--- src/rtl/mvu_controller_if.sv ---
// mvu_controller_if: host command and MVU control/address bundle for the job sequencer
interface mvu_controller_if #(
    parameter int BWBANKA = 9,
    parameter int BDBANKA = 14,
    parameter int BPREC   = 4,
    parameter int BLEN    = 9,
    parameter int BNOUT   = 9
);
    logic               start;
    logic [1:0]         cfg_mul_mode;
    logic [BPREC-1:0]   cfg_wprec;
    logic [BPREC-1:0]   cfg_iprec;
    logic [BLEN-1:0]    cfg_len;
    logic [BNOUT-1:0]   cfg_nout;
    logic [BWBANKA-1:0] cfg_wbase;
    logic [BDBANKA-1:0] cfg_dbase;
    logic [BDBANKA-1:0] cfg_obase;
    logic               busy;
    logic               done;
    logic [1:0]         mul_mode;
    logic               acc_clr;
    logic               acc_sh;
    logic [BWBANKA-1:0] rdw_addr;
    logic               rdd_en;
    logic [BDBANKA-1:0] rdd_addr;
    logic               quant_start;
    logic [BDBANKA-1:0] wrd_addr;

    modport master (
        output start, cfg_mul_mode, cfg_wprec, cfg_iprec, cfg_len, cfg_nout,
               cfg_wbase, cfg_dbase, cfg_obase,
        input  busy, done, mul_mode, acc_clr, acc_sh, rdw_addr, rdd_en, rdd_addr,
               quant_start, wrd_addr
    );

    modport slave (
        input  start, cfg_mul_mode, cfg_wprec, cfg_iprec, cfg_len, cfg_nout,
               cfg_wbase, cfg_dbase, cfg_obase,
        output busy, done, mul_mode, acc_clr, acc_sh, rdw_addr, rdd_en, rdd_addr,
               quant_start, wrd_addr
    );
endinterface

--- src/rtl/mvu_controller.sv ---
// mvu_controller: expands a job descriptor into a bit-serial MVU accumulate/quantize schedule
module mvu_controller #(
    parameter int BWBANKA  = 9,
    parameter int BDBANKA  = 14,
    parameter int BPREC    = 4,
    parameter int BLEN     = 9,
    parameter int BNOUT    = 9,
    parameter int PIPE_LAT = 3
) (
    input logic clk,
    input logic rst,
    mvu_controller_if.slave bus
);
    localparam int SW = BPREC + 1;
    localparam int DW = $clog2(PIPE_LAT) + 1;

    typedef enum logic [1:0] {IDLE, RUN, DRAIN, FIN} state_t;

    state_t state, nxt;
    logic [1:0]         mode;
    logic [BPREC-1:0]   wprec, iprec, wb, wb_hi, wb_hi_nxt, wb_lo, ib;
    logic [BLEN-1:0]    len, k;
    logic [BNOUT-1:0]   nout, o;
    logic [BWBANKA-1:0] wbase;
    logic [BDBANKA-1:0] dbase, obase;
    logic [SW-1:0]      s, s_top, cfg_top;
    logic [DW-1:0]      dcnt;
    logic zero_job, last_k, last_pair, last_s, last_word, last_drain, last_out;

    // loop bounds of the significance/pair/word nest and their terminal conditions
    always_comb begin
        s_top      = SW'(wprec) + SW'(iprec) - SW'(2);
        cfg_top    = SW'(bus.cfg_wprec) + SW'(bus.cfg_iprec) - SW'(2);
        wb_hi      = s < SW'(wprec) - SW'(1) ? BPREC'(s) : wprec - BPREC'(1);
        wb_hi_nxt  = s < SW'(wprec) ? BPREC'(s - SW'(1)) : wprec - BPREC'(1);
        wb_lo      = s >= SW'(iprec) ? BPREC'(s + SW'(1) - SW'(iprec)) : '0;
        ib         = BPREC'(s - SW'(wb));
        last_k     = k == len - BLEN'(1);
        last_pair  = wb == wb_lo;
        last_s     = s == '0;
        last_word  = last_k && last_pair && last_s;
        last_drain = dcnt == DW'(PIPE_LAT - 1);
        last_out   = o == nout - BNOUT'(1);
        zero_job   = bus.cfg_wprec == '0 || bus.cfg_iprec == '0 ||
                     bus.cfg_len == '0 || bus.cfg_nout == '0;
    end

    // state register
    always_ff @(posedge clk)
        state <= rst ? IDLE : nxt;

    // next-state: empty jobs skip straight to FIN, each output ends with a drain
    always_comb
        nxt = state == IDLE  ? (bus.start ? (zero_job ? FIN : RUN) : IDLE) :
              state == RUN   ? (last_word ? DRAIN : RUN) :
              state == DRAIN ? (last_drain ? (last_out ? FIN : RUN) : DRAIN) : IDLE;

    // job latch and schedule counters (k innermost, then wb, then s, then o)
    always_ff @(posedge clk) begin
        if (rst) begin
            mode  <= '0;
            wprec <= '0;
            iprec <= '0;
            len   <= '0;
            nout  <= '0;
            wbase <= '0;
            dbase <= '0;
            obase <= '0;
            o     <= '0;
            s     <= '0;
            wb    <= '0;
            k     <= '0;
            dcnt  <= '0;
        end else begin
            if (state == IDLE && bus.start) begin
                mode  <= bus.cfg_mul_mode;
                wprec <= bus.cfg_wprec;
                iprec <= bus.cfg_iprec;
                len   <= bus.cfg_len;
                nout  <= bus.cfg_nout;
                wbase <= bus.cfg_wbase;
                dbase <= bus.cfg_dbase;
                obase <= bus.cfg_obase;
                o     <= '0;
                k     <= '0;
                s     <= cfg_top;
                wb    <= bus.cfg_wprec - BPREC'(1);
            end
            if (state == RUN) begin
                k    <= last_k ? '0 : k + BLEN'(1);
                dcnt <= '0;
                if (last_k && !last_pair)
                    wb <= wb - BPREC'(1);
                if (last_k && last_pair && !last_s) begin
                    s  <= s - SW'(1);
                    wb <= wb_hi_nxt;
                end
            end
            if (state == DRAIN) begin
                dcnt <= dcnt + DW'(1);
                if (last_drain && !last_out) begin
                    o  <= o + BNOUT'(1);
                    s  <= s_top;
                    wb <= wprec - BPREC'(1);
                end
            end
        end
    end

    // MVU control and address outputs decoded from state and counters
    always_comb begin
        bus.busy        = state == RUN || state == DRAIN;
        bus.done        = state == FIN;
        bus.mul_mode    = mode;
        bus.rdd_en      = state == RUN;
        bus.acc_clr     = state == RUN && k == '0 && s == s_top && wb == wprec - BPREC'(1);
        bus.acc_sh      = state == RUN && k == '0 && s != s_top && wb == wb_hi;
        bus.rdw_addr    = state == RUN ? BWBANKA'(32'(wbase) +
                          (32'(o) * 32'(wprec) + 32'(wb)) * 32'(len) + 32'(k)) : '0;
        bus.rdd_addr    = state == RUN ? BDBANKA'(32'(dbase) + 32'(ib) * 32'(len) + 32'(k)) : '0;
        bus.quant_start = state == DRAIN && last_drain;
        bus.wrd_addr    = state == DRAIN && last_drain ? BDBANKA'(32'(obase) + 32'(o)) : '0;
    end
endmodule

--- src/flat_wrapper.sv ---
// flat-port wrapper written by rule: the top's interface ports become plain ports
module mvu_controller_flat 
#(
    parameter int BWBANKA  = 9,
    parameter int BDBANKA  = 14,
    parameter int BPREC    = 4,
    parameter int BLEN     = 9,
    parameter int BNOUT    = 9,
    parameter int PIPE_LAT = 3
)
  (clk, rst, bus_start, bus_cfg_mul_mode, bus_cfg_wprec, bus_cfg_iprec, bus_cfg_len, bus_cfg_nout, bus_cfg_wbase, bus_cfg_dbase, bus_cfg_obase, bus_busy, bus_done, bus_mul_mode, bus_acc_clr, bus_acc_sh, bus_rdw_addr, bus_rdd_en, bus_rdd_addr, bus_quant_start, bus_wrd_addr);
  mvu_controller_if #(.BWBANKA(BWBANKA), .BDBANKA(BDBANKA), .BPREC(BPREC), .BLEN(BLEN), .BNOUT(BNOUT)) bus_i ();
  input logic clk;
  input logic rst;
  input wire logic [$bits(bus_i.start)-1:0] bus_start;
  input wire logic [$bits(bus_i.cfg_mul_mode)-1:0] bus_cfg_mul_mode;
  input wire logic [$bits(bus_i.cfg_wprec)-1:0] bus_cfg_wprec;
  input wire logic [$bits(bus_i.cfg_iprec)-1:0] bus_cfg_iprec;
  input wire logic [$bits(bus_i.cfg_len)-1:0] bus_cfg_len;
  input wire logic [$bits(bus_i.cfg_nout)-1:0] bus_cfg_nout;
  input wire logic [$bits(bus_i.cfg_wbase)-1:0] bus_cfg_wbase;
  input wire logic [$bits(bus_i.cfg_dbase)-1:0] bus_cfg_dbase;
  input wire logic [$bits(bus_i.cfg_obase)-1:0] bus_cfg_obase;
  output wire logic [$bits(bus_i.busy)-1:0] bus_busy;
  output wire logic [$bits(bus_i.done)-1:0] bus_done;
  output wire logic [$bits(bus_i.mul_mode)-1:0] bus_mul_mode;
  output wire logic [$bits(bus_i.acc_clr)-1:0] bus_acc_clr;
  output wire logic [$bits(bus_i.acc_sh)-1:0] bus_acc_sh;
  output wire logic [$bits(bus_i.rdw_addr)-1:0] bus_rdw_addr;
  output wire logic [$bits(bus_i.rdd_en)-1:0] bus_rdd_en;
  output wire logic [$bits(bus_i.rdd_addr)-1:0] bus_rdd_addr;
  output wire logic [$bits(bus_i.quant_start)-1:0] bus_quant_start;
  output wire logic [$bits(bus_i.wrd_addr)-1:0] bus_wrd_addr;
  assign bus_i.start = bus_start;
  assign bus_i.cfg_mul_mode = bus_cfg_mul_mode;
  assign bus_i.cfg_wprec = bus_cfg_wprec;
  assign bus_i.cfg_iprec = bus_cfg_iprec;
  assign bus_i.cfg_len = bus_cfg_len;
  assign bus_i.cfg_nout = bus_cfg_nout;
  assign bus_i.cfg_wbase = bus_cfg_wbase;
  assign bus_i.cfg_dbase = bus_cfg_dbase;
  assign bus_i.cfg_obase = bus_cfg_obase;
  assign bus_busy = bus_i.busy;
  assign bus_done = bus_i.done;
  assign bus_mul_mode = bus_i.mul_mode;
  assign bus_acc_clr = bus_i.acc_clr;
  assign bus_acc_sh = bus_i.acc_sh;
  assign bus_rdw_addr = bus_i.rdw_addr;
  assign bus_rdd_en = bus_i.rdd_en;
  assign bus_rdd_addr = bus_i.rdd_addr;
  assign bus_quant_start = bus_i.quant_start;
  assign bus_wrd_addr = bus_i.wrd_addr;
  mvu_controller #(.BWBANKA(BWBANKA), .BDBANKA(BDBANKA), .BPREC(BPREC), .BLEN(BLEN), .BNOUT(BNOUT), .PIPE_LAT(PIPE_LAT)) u_core (.clk(clk), .rst(rst), .bus(bus_i));
endmodule
--- config.mk ---
export PLATFORM = sky130hd
export DESIGN_NAME = mvu_controller_flat
export DESIGN_NICKNAME = d
export VERILOG_FILES = /design/src/rtl/mvu_controller_if.sv /design/src/rtl/mvu_controller.sv /design/src/flat_wrapper.sv
export SDC_FILE = /design/constraint.sdc
export NUM_CORES = 1
export LEC_CHECK = 0
export ABC_AREA = 1
export CORE_MARGIN = 2
export CORE_UTILIZATION = 30
export DETAILED_ROUTE_END_ITERATION = 8
export PLACE_DENSITY = 0.52
export REMOVE_ABC_BUFFERS = 1
export SLEW_MARGIN = 15
export SYNTH_ARGS = -nofsm -noshare
export SYNTH_HDL_FRONTEND = slang
export SYNTH_SLANG_ARGS = --single-unit
--- constraint.sdc ---
create_clock -name clk -period 9.95 [get_ports clk]
set_input_delay 0.995 -clock clk [delete_from_list [all_inputs] [get_ports clk]]
set_output_delay 0.995 -clock clk [all_outputs]
set_load 0.01 [all_outputs]
## Word-level counts from Yosys, hierarchy flattened

Index checks and enable logic that the tools add are counted.

- Flip-flop bits (word level): 97
- Output and inout port bits: 45
- Word-level logic and storage cells: 115

- Add/sub/neg operators: 23
- $mul: 3
- Order comparisons: 3
- Eq/ne operators: 11
- Muxes and demuxes: 33
- Reduce and logical (&&, ||, !) cells: 28

Operators with widths:

| kind | number |
|---|---|
| $mux 9 | 7 |
| $mux 4 | 9 |
| $mul 32x9->9 | 1 |
| $add 14x9->14 | 2 |
| $mux 14 | 2 |
| $logic_not 9->1 | 3 |
| $mux 5 | 5 |
| $add 9x1->9 const B | 2 |
| $add 9x9->9 | 2 |
| $eq 9x9->1 | 2 |
| $sub 9x1->9 const B | 2 |
| $mux 2 | 8 |
| $add 13x4->14 | 1 |
| $add 14x13->14 | 1 |
| $mul 4x9->13 | 1 |
| $mul 9x4->13 | 1 |
| $eq 4x4->1 | 3 |
| $logic_and 1x1->1 | 12 |
| $sub 4x1->4 const B | 3 |
| $add 4x4->5 | 2 |
| $sub 5x2->5 const B | 2 |
| $logic_not 4->1 | 2 |
| $sub 4x4->4 | 2 |
| $mux 3 | 2 |
| 17 further kinds | 24 |

## Logic depth before layout (Yosys ltp)

Gate-level depths: netlist (run 1).

- Depth in word-level cells: 11
- Mapped depth: 37

## Worst setup path after synthesis (run 1)

No wires, ideal clock.

- Kind: register to output
- From: reg u_core.o[1]
- To: out bus_rdw_addr[8]
- Data arrival time: 6.866 ns
- Slack: 2.089 ns
- Cell stages (with the launch flop): 36
- Path buffers: 1
- Cell sequence: dfxtp_1 -> buf_2 -> nand2_1 -> fa_1 -> fa_1 -> inv_1 -> fa_1 -> ha_1 -> nand2_1 -> nand2_1 -> inv_1 -> nand2_1 -> nand2_1 -> nand2_1 -> inv_1 -> nand2_1 -> fa_1 -> fa_1 -> inv_1 -> ha_1 -> fa_1 -> inv_1 -> fa_1 -> inv_1 -> ha_1 -> a21oi_1 -> nand2_1 -> nand2_1 -> nand2_1 -> a21oi_1 -> xor2_1 -> nand3b_1 -> nand2_1 -> nand2_1 -> nand2_1 -> nor2_1

- Cells in the longest elaborated chain, start to end: 6

Ends and longest elaborated chain:

| what | line | RTL |
|---|---|---|
| start: declaration | mvu_controller.sv:23 | `logic [BNOUT-1:0] nout, o;` |
| start signal: assignment | mvu_controller.sv:102 | `o <= o + BNOUT'(1);` |
| $mul 9x4->13 | mvu_controller.sv:119 | `(32'(o) * 32'(wprec) + 32'(wb)) * 32'(len) + 32'(k)) : '0;` |
| $add 13x4->14 | mvu_controller.sv:119 |  |
| $mul 32x9->9 | mvu_controller.sv:119 |  |
| $add 9x9->9 | mvu_controller.sv:118 | `bus.rdw_addr = state == RUN ? BWBANKA'(32'(wbase) +` |
| $add 9x9->9 | mvu_controller.sv:119 |  |
| $mux 9 | mvu_controller.sv:118 |  |
| end: declaration | flat_wrapper.sv:29 | `output wire logic [$bits(bus_i.rdw_addr)-1:0] bus_rdw_addr;` |

Every way passes these cells.

## Worst setup path in the final report (run 1)

- From: reg u_core.o[0]
- To: out bus_rdw_addr[8]

Same word-level chain as after synthesis.

==> results.yml, run 1 <==
routing:
  routed-via-count: 10370
  drt-initial-drc-count: 576
  detail-route-antenna-nets: 0
  drc: 0
  viasPerCell: 4.748
  routedWlPerCell_um: 14.69
  firstDrtPassIters: 5
  wl_um: 32070
layout:
  fillers: 3990
  layout-drive-gt1-share_pct: 3.090
  seqCellArea_um2: 1942
  n_antenna_cell: 0
  syn_to_final_growth_pct: 16.19
  nets: 1976
  multi_input_area_um2: 7901
  final_common_cell: "nand2_1"
  post-route-util_pct: 35.41
  mostFrequentLayoutCells: "354 x nand2_1, 275 x inv_1, 175 x nor2_1, 116 x ha_1, 112 x clkdlybuf4s50_1"
  instances_no_fill: 2183
sta:
  worstMarginPinSlew_ns: 0.8778
  slew_violations: 0
  post-route-min-period_ns: 9.256
  max_freq_ghz: 0.1080
  finClkSkew_ns: 0.007830
  hold_viol_final: 0
  period_share_pct: 93.02
  setup-violations-final: 0
  rsz0062_at_grt: "no"
  maxSlewHeadroom_pct: 40.94
  setup_slack_ns: 0.6942
  setup_tns_ns: 0
placement:
  place.gp.congestion: 0.8472
  dp.cells: 2167
  dp_hpwl_um: 24990
  dp_slack_ns: 1.030
  port_buffers: 112
clock_tree:
  hold_buffers: 0
  cts_tree: "yes"
  ctsHtreeMaxLevel: 3
  cts_buffers: 9
  clk_pin_slew_ns: 0.08
  insertion_delay_ns: 0.37
  post_cts_buffers: 0
  ctsResizeCount: 0
  clockRootBuffer: "clkbuf_16"
  cts.path.max_buffers: 2
  clock_sinks: 97
floorplan:
  die_w_um: 196.9
  ios: 113
  row_count: 70
  fp.dieH_um: 196.9
  coreArea_um2: 36610
  initial_core_util_pct: 30.48
  die_area_um2: 38750
synth:
  syn_area_um2: 11160
  postSynthCellCount: 1642
  synth-seq-cells: 97
  syn_area_per_cell_um2: 6.795
  synth_edf_count: 0
  ys_types: 47
  yosys_most_used_dff: "dfxtp_1"
  synth_warnings: 0
  ys_async_sr_fraction_pct: 0
  ys_seq_area_share_pct: 17.40
global_routing:
  grt_pass1_vias: 10320
  grt_pass1_wl_um: 52780
  globalRouteTotalUtil_pct: 17.06
  antenna_found_initial: 1
  grt_start_max_net_pins: 77
  grt_overflow: 0
power:
  p_total_mw: 1.617
  max-vdd-ir-drop_v: 0.00008818
  powerDensity_nw_per_um2: 124.7
  p_leak_nw: 6.324
worst_setup_path:
  crit_type: "flip-flop to output port"
  crit_required_ns: 8.96
  cp_max_fo: 9
  crit_path_end_kind: "output port"
  arrival_ns: 8.26
  cp_slowest_cell: "dfxtp_1"
  slowest_delay_ns: 0.55
  cp-start-kind: "flip-flop"
  cp_common_cell: "nand2_1"
job:
  maxCapViolCount: 0
run_status:
  outcome: "completed"
worst_hold_path:
  hold_path_class: "flip-flop to flip-flop"
path summary, 6_finish.rpt:
kind	to	cells past startpoint	slack, ns	from
worst max-delay path	bus_rdw_addr[8]	35	0.69	u_core.o[0]
worst min register to register	u_core.obase[13]	2	0.47	u_core.obase[13]
worst max register to register	u_core.s[3]	18	6.76	u_core.s[1]
worst min-delay path	u_core.obase[13]	2	0.47	u_core.obase[13]
worst max-delay path: cells and delay by family, from the launching register on:
family	cells	cell delay, ns
buffers and inverters	7	0.95
and+or+nand+nor	15	1.24
xor gates and xnor gates	1	0.25
AOI/OAI and AO/OA	2	0.30
DFF	1	0.55
adders and majority gates	10	4.61
synthesized netlist by cell type, drive strengths merged (2+ instances only):
cell type | number | area [um2]
a21o | 3 | 22.52
buf | 16 | 87.59
clkbuf | 44 | 165.2
nor3 | 16 | 85.08
a31oi | 5 | 31.28
a221oi | 2 | 17.52
a21oi | 109 | 545.5
nor4 | 4 | 25.02
or2 | 5 | 31.28
fa | 82 | 1642
xnor2 | 24 | 210.2
inv | 283 | 1062
nand4 | 17 | 106.4
a211oi | 3 | 22.52
clkinv | 2 | 7.510
xor2 | 34 | 297.8
o221ai | 2 | 17.52
nand3 | 95 | 505.5
dfxtp | 97 | 1942
nor3b | 2 | 15.01
o21ai | 113 | 565.5
nand3b | 8 | 60.06
o2111ai | 4 | 35.03
o21bai | 2 | 15.01
o21a | 3 | 22.52
nand2 | 360 | 1364
nor2 | 184 | 747.0
ha | 116 | 1451
routing by layer:
layer | track usage, % | part of all wire (%)
met1 | 21.66 | 46
met2 | 29.96 | 47
met3 | 3.063 | 4.3
met4 | 4.094 | 1.9
met5 | 0 | 0.041
report_power, final:
part	internal [mW]	leakage [nW]	switching [mW]
clock network	0.198	0.152	0.177
logic	0.298	5.37	0.468
registers	0.422	0.799	0.0538
total	0.919	6.32	0.699
cell families after synthesis:
kind of cell / share of synthesized area [%]
XOR/XNOR: 4.553
flip-flops: 17.40
buffers and inverters: 11.85
AO/OA/AOI/OAI: 12.02
adder cells (fa/ha/maj): 27.72
AND/OR/NAND/NOR: 26.45
flip-flops by register name, summed over array words and instances (netlist names):
| register | flops |
|---|---|
| u_core.bus.mul_mode | 2 |
| u_core.dbase | 14 |
| u_core.dcnt | 3 |
| u_core.iprec | 4 |
| u_core.k | 9 |
| u_core.len | 9 |
| u_core.nout | 9 |
| u_core.o | 9 |
| u_core.obase | 14 |
| u_core.s | 5 |
| u_core.state | 2 |
| u_core.wb | 4 |
| u_core.wbase | 9 |
| u_core.wprec | 4 |
layout make-up:
class	count	share of cell area (%)
timing repair buffer	117	8.937
inverter	285	8.251
multi-input combinational	1200	60.94
clock buffer	9	1.737
tap	468	4.517
clock inverter	7	0.6369
sequential	97	14.98
per-stage QoR:
| stage | instance area [um2] | hold WS [ns] |
|---|---|---|
| after floorplan | 10910 | 0.4435 |
| after global routing | 12960 | 0.5047 |
| final | 12960 | 0.4735 |
| after global placement | 12660 | 0.4609 |
| after detailed placement | 12660 | 0.4643 |
| after CTS | 12960 | 0.4758 |
No activity file was read; power rests on OpenSTA's default activity.
==> run 2: changes to the inputs <==
--- a/config.mk
+++ b/config.mk
@@ -9,7 +9,7 @@
 export CORE_MARGIN = 2
 export CORE_UTILIZATION = 30
 export DETAILED_ROUTE_END_ITERATION = 8
-export PLACE_DENSITY = 0.52
+export PLACE_DENSITY = 0.56
 export REMOVE_ABC_BUFFERS = 1
 export SLEW_MARGIN = 15
 export SYNTH_ARGS = -nofsm -noshare
==> constraint.sdc (replaced) <==
create_clock -name clk -period 9.4 [get_ports clk]
set_input_delay 0.94 -clock clk [delete_from_list [all_inputs] [get_ports clk]]
set_output_delay 0.94 -clock clk [all_outputs]
set_load 0.01 [all_outputs]
==> run 2 against run 1 <==
- clock skew about the same
- core utilization about the same
- hold slack worse by 0.0011 ns
- register-to-register slack worse by 0.52 ns
- via count down 0.45%
- non-clock buffer count up 1
==> results.yml, run 2 (same netlist as run 1, synthesis figures left out) <==
routing:
  drt-initial-drc-count: 466
  detail-route-antenna-nets: 0
  routedWlPerCell_um: 14.34
  wl_um: 31330
  viasPerCell: 4.724
  drc: 0
  routed-via-count: 10320
  firstDrtPassIters: 5
worst_setup_path:
  cp.buffers_inverters: 7
  path_delay_family: "adder cells"
  crit_type: "flip-flop to output port"
  cp_common_cell: "nand2_1"
  arrival_ns: 7.92
  slowest_delay_ns: 0.55
  crit_required_ns: 8.46
  cp_max_fo: 9
  cp_slowest_cell: "clkdlybuf4s50_1"
  cp-start-kind: "flip-flop"
  crit_path_end_kind: "output port"
power:
  p_total_mw: 1.682
  max-vdd-ir-drop_v: 0.00008253
  p_leak_nw: 6.305
  powerDensity_nw_per_um2: 129.8
placement:
  dp_hpwl_um: 24500
  dp_slack_ns: 0.6116
  place.gp.congestion: 0.8477
  port_buffers: 112
global_routing:
  grt_start_max_net_pins: 59
  antenna_found_initial: 1
  grt_overflow: 0
  globalRouteTotalUtil_pct: 16.70
  grt_pass1_vias: 10360
  grt_pass1_wl_um: 52100
sta:
  hold_viol_final: 0
  slew_violations: 0
  finClkSkew_ns: 0.007768
  post-route-min-period_ns: 8.857
  worstMarginPinSlew_ns: 0.9548
  rsz0062_at_grt: "no"
  max_freq_ghz: 0.1129
  maxSlewHeadroom_pct: 35.76
  period_share_pct: 94.23
  setup_slack_ns: 0.5428
  setup-violations-final: 0
  setup_tns_ns: 0
clock_tree:
  ctsHtreeMaxLevel: 3
  clk_pin_slew_ns: 0.08
  cts_tree: "yes"
  cts_buffers: 9
  cts.path.max_buffers: 2
  insertion_delay_ns: 0.36
  clockRootBuffer: "clkbuf_16"
  hold_buffers: 0
  clock_sinks: 97
worst_hold_path:
  hold_path_class: "flip-flop to flip-flop"
layout:
  layout-drive-gt1-share_pct: 3.555
  syn_to_final_growth_pct: 16.14
  final_common_cell: "nand2_1"
  nets: 1977
  mostFrequentLayoutCells: "354 x nand2_1, 274 x inv_1, 175 x nor2_1, 115 x ha_1, 112 x clkdlybuf4s50_1"
  top_regs: "u_core.dbase: 14 flops, u_core.obase: 14 flops"
  n_antenna_cell: 0
floorplan:
  die_area_um2: 38750
  row_count: 70
  fp.dieH_um: 196.9
  initial_core_util_pct: 30.48
  coreArea_um2: 36610
  ios: 113
  die_w_um: 196.9
job:
  maxCapViolCount: 0
run_status:
  outcome: "completed"
==> run 2: where the power goes <==
group | internal [mW] | switching, mW | total, mW
clock network | 0.189 | 0.185 | 0.373
logic | 0.315 | 0.492 | 0.806
registers | 0.447 | 0.0556 | 0.503
total | 0.951 | 0.732 | 1.68
==> run 2: final timing paths <==
check                   start                to  slack (ns)  cells past startpoint
min          u_core.obase[13]  u_core.obase[13]        0.47                      2
max reg2reg       u_core.s[1]   u_core.state[0]        6.24                     19
max               u_core.o[0]   bus_rdw_addr[8]        0.54                     35
min reg2reg  u_core.obase[13]  u_core.obase[13]        0.47                      2
==> run 2: per-layer routing <==
layer / track usage (%) / vias to the layer above / part of all wire, %
li1: - / 5316 / -
met1: 20.90 / 4754 / 46
met2: 29.28 / 213 / 47
met3: 3.405 / 33 / 5.2
met4: 4.233 / 2 / 1.9
met5: 0 / - / 0.041
==> run 2: what timing repair did <==
item	CTS	global route
setup buffers	0	0
endpoints found under the setup margin	0	1
gates resized for setup	0	9
==> run 2: through the flow <==
step | std cells | hold WS, ns | util [%] | cell area (um2)
2_1_floorplan | 1582 | 0.4435 | - | 10910
3_3_place_gp | 2168 | 0.4607 | 34.59 | 12660
3_5_place_dp | 2168 | 0.4632 | 34.59 | 12660
4_1_cts | 2184 | 0.4740 | 35.36 | 12950
5_1_grt | 2184 | 0.5070 | 35.40 | 12960
6_report | 2184 | 0.4724 | 35.40 | 12960
==> run 2: layout make-up <==
| cell class | instances | area [um2] |
|---|---|---|
| clock buffer | 11 | 242.7 |
| fill | 3967 | 23650 |
| inverter | 285 | 1070 |
| sequential | 97 | 1952 |
| clock inverter | 5 | 38.79 |
| multi-input combinational | 1200 | 7904 |
| tap | 468 | 585.6 |
| timing repair buffer | 118 | 1166 |
==> run 2: worst register-to-register path, stage by stage, from the launching register on <==
cell	delay, ns
dfxtp_1	0.58
inv_1	0.24
ha_1	0.35
inv_1	0.04
ha_1	0.19
fa_1	0.39
nand3_1	0.09
nand2_1	0.08
inv_2	0.07
nand2_1	0.06
nand2_1	0.06
nand2_1	0.05
nor2_1	0.08
nand2_1	0.16
nor2_2	0.22
nand2_1	0.10
nand2_1	0.09
nand2_1	0.06
o21ai_1	0.12
inv_1	0.05
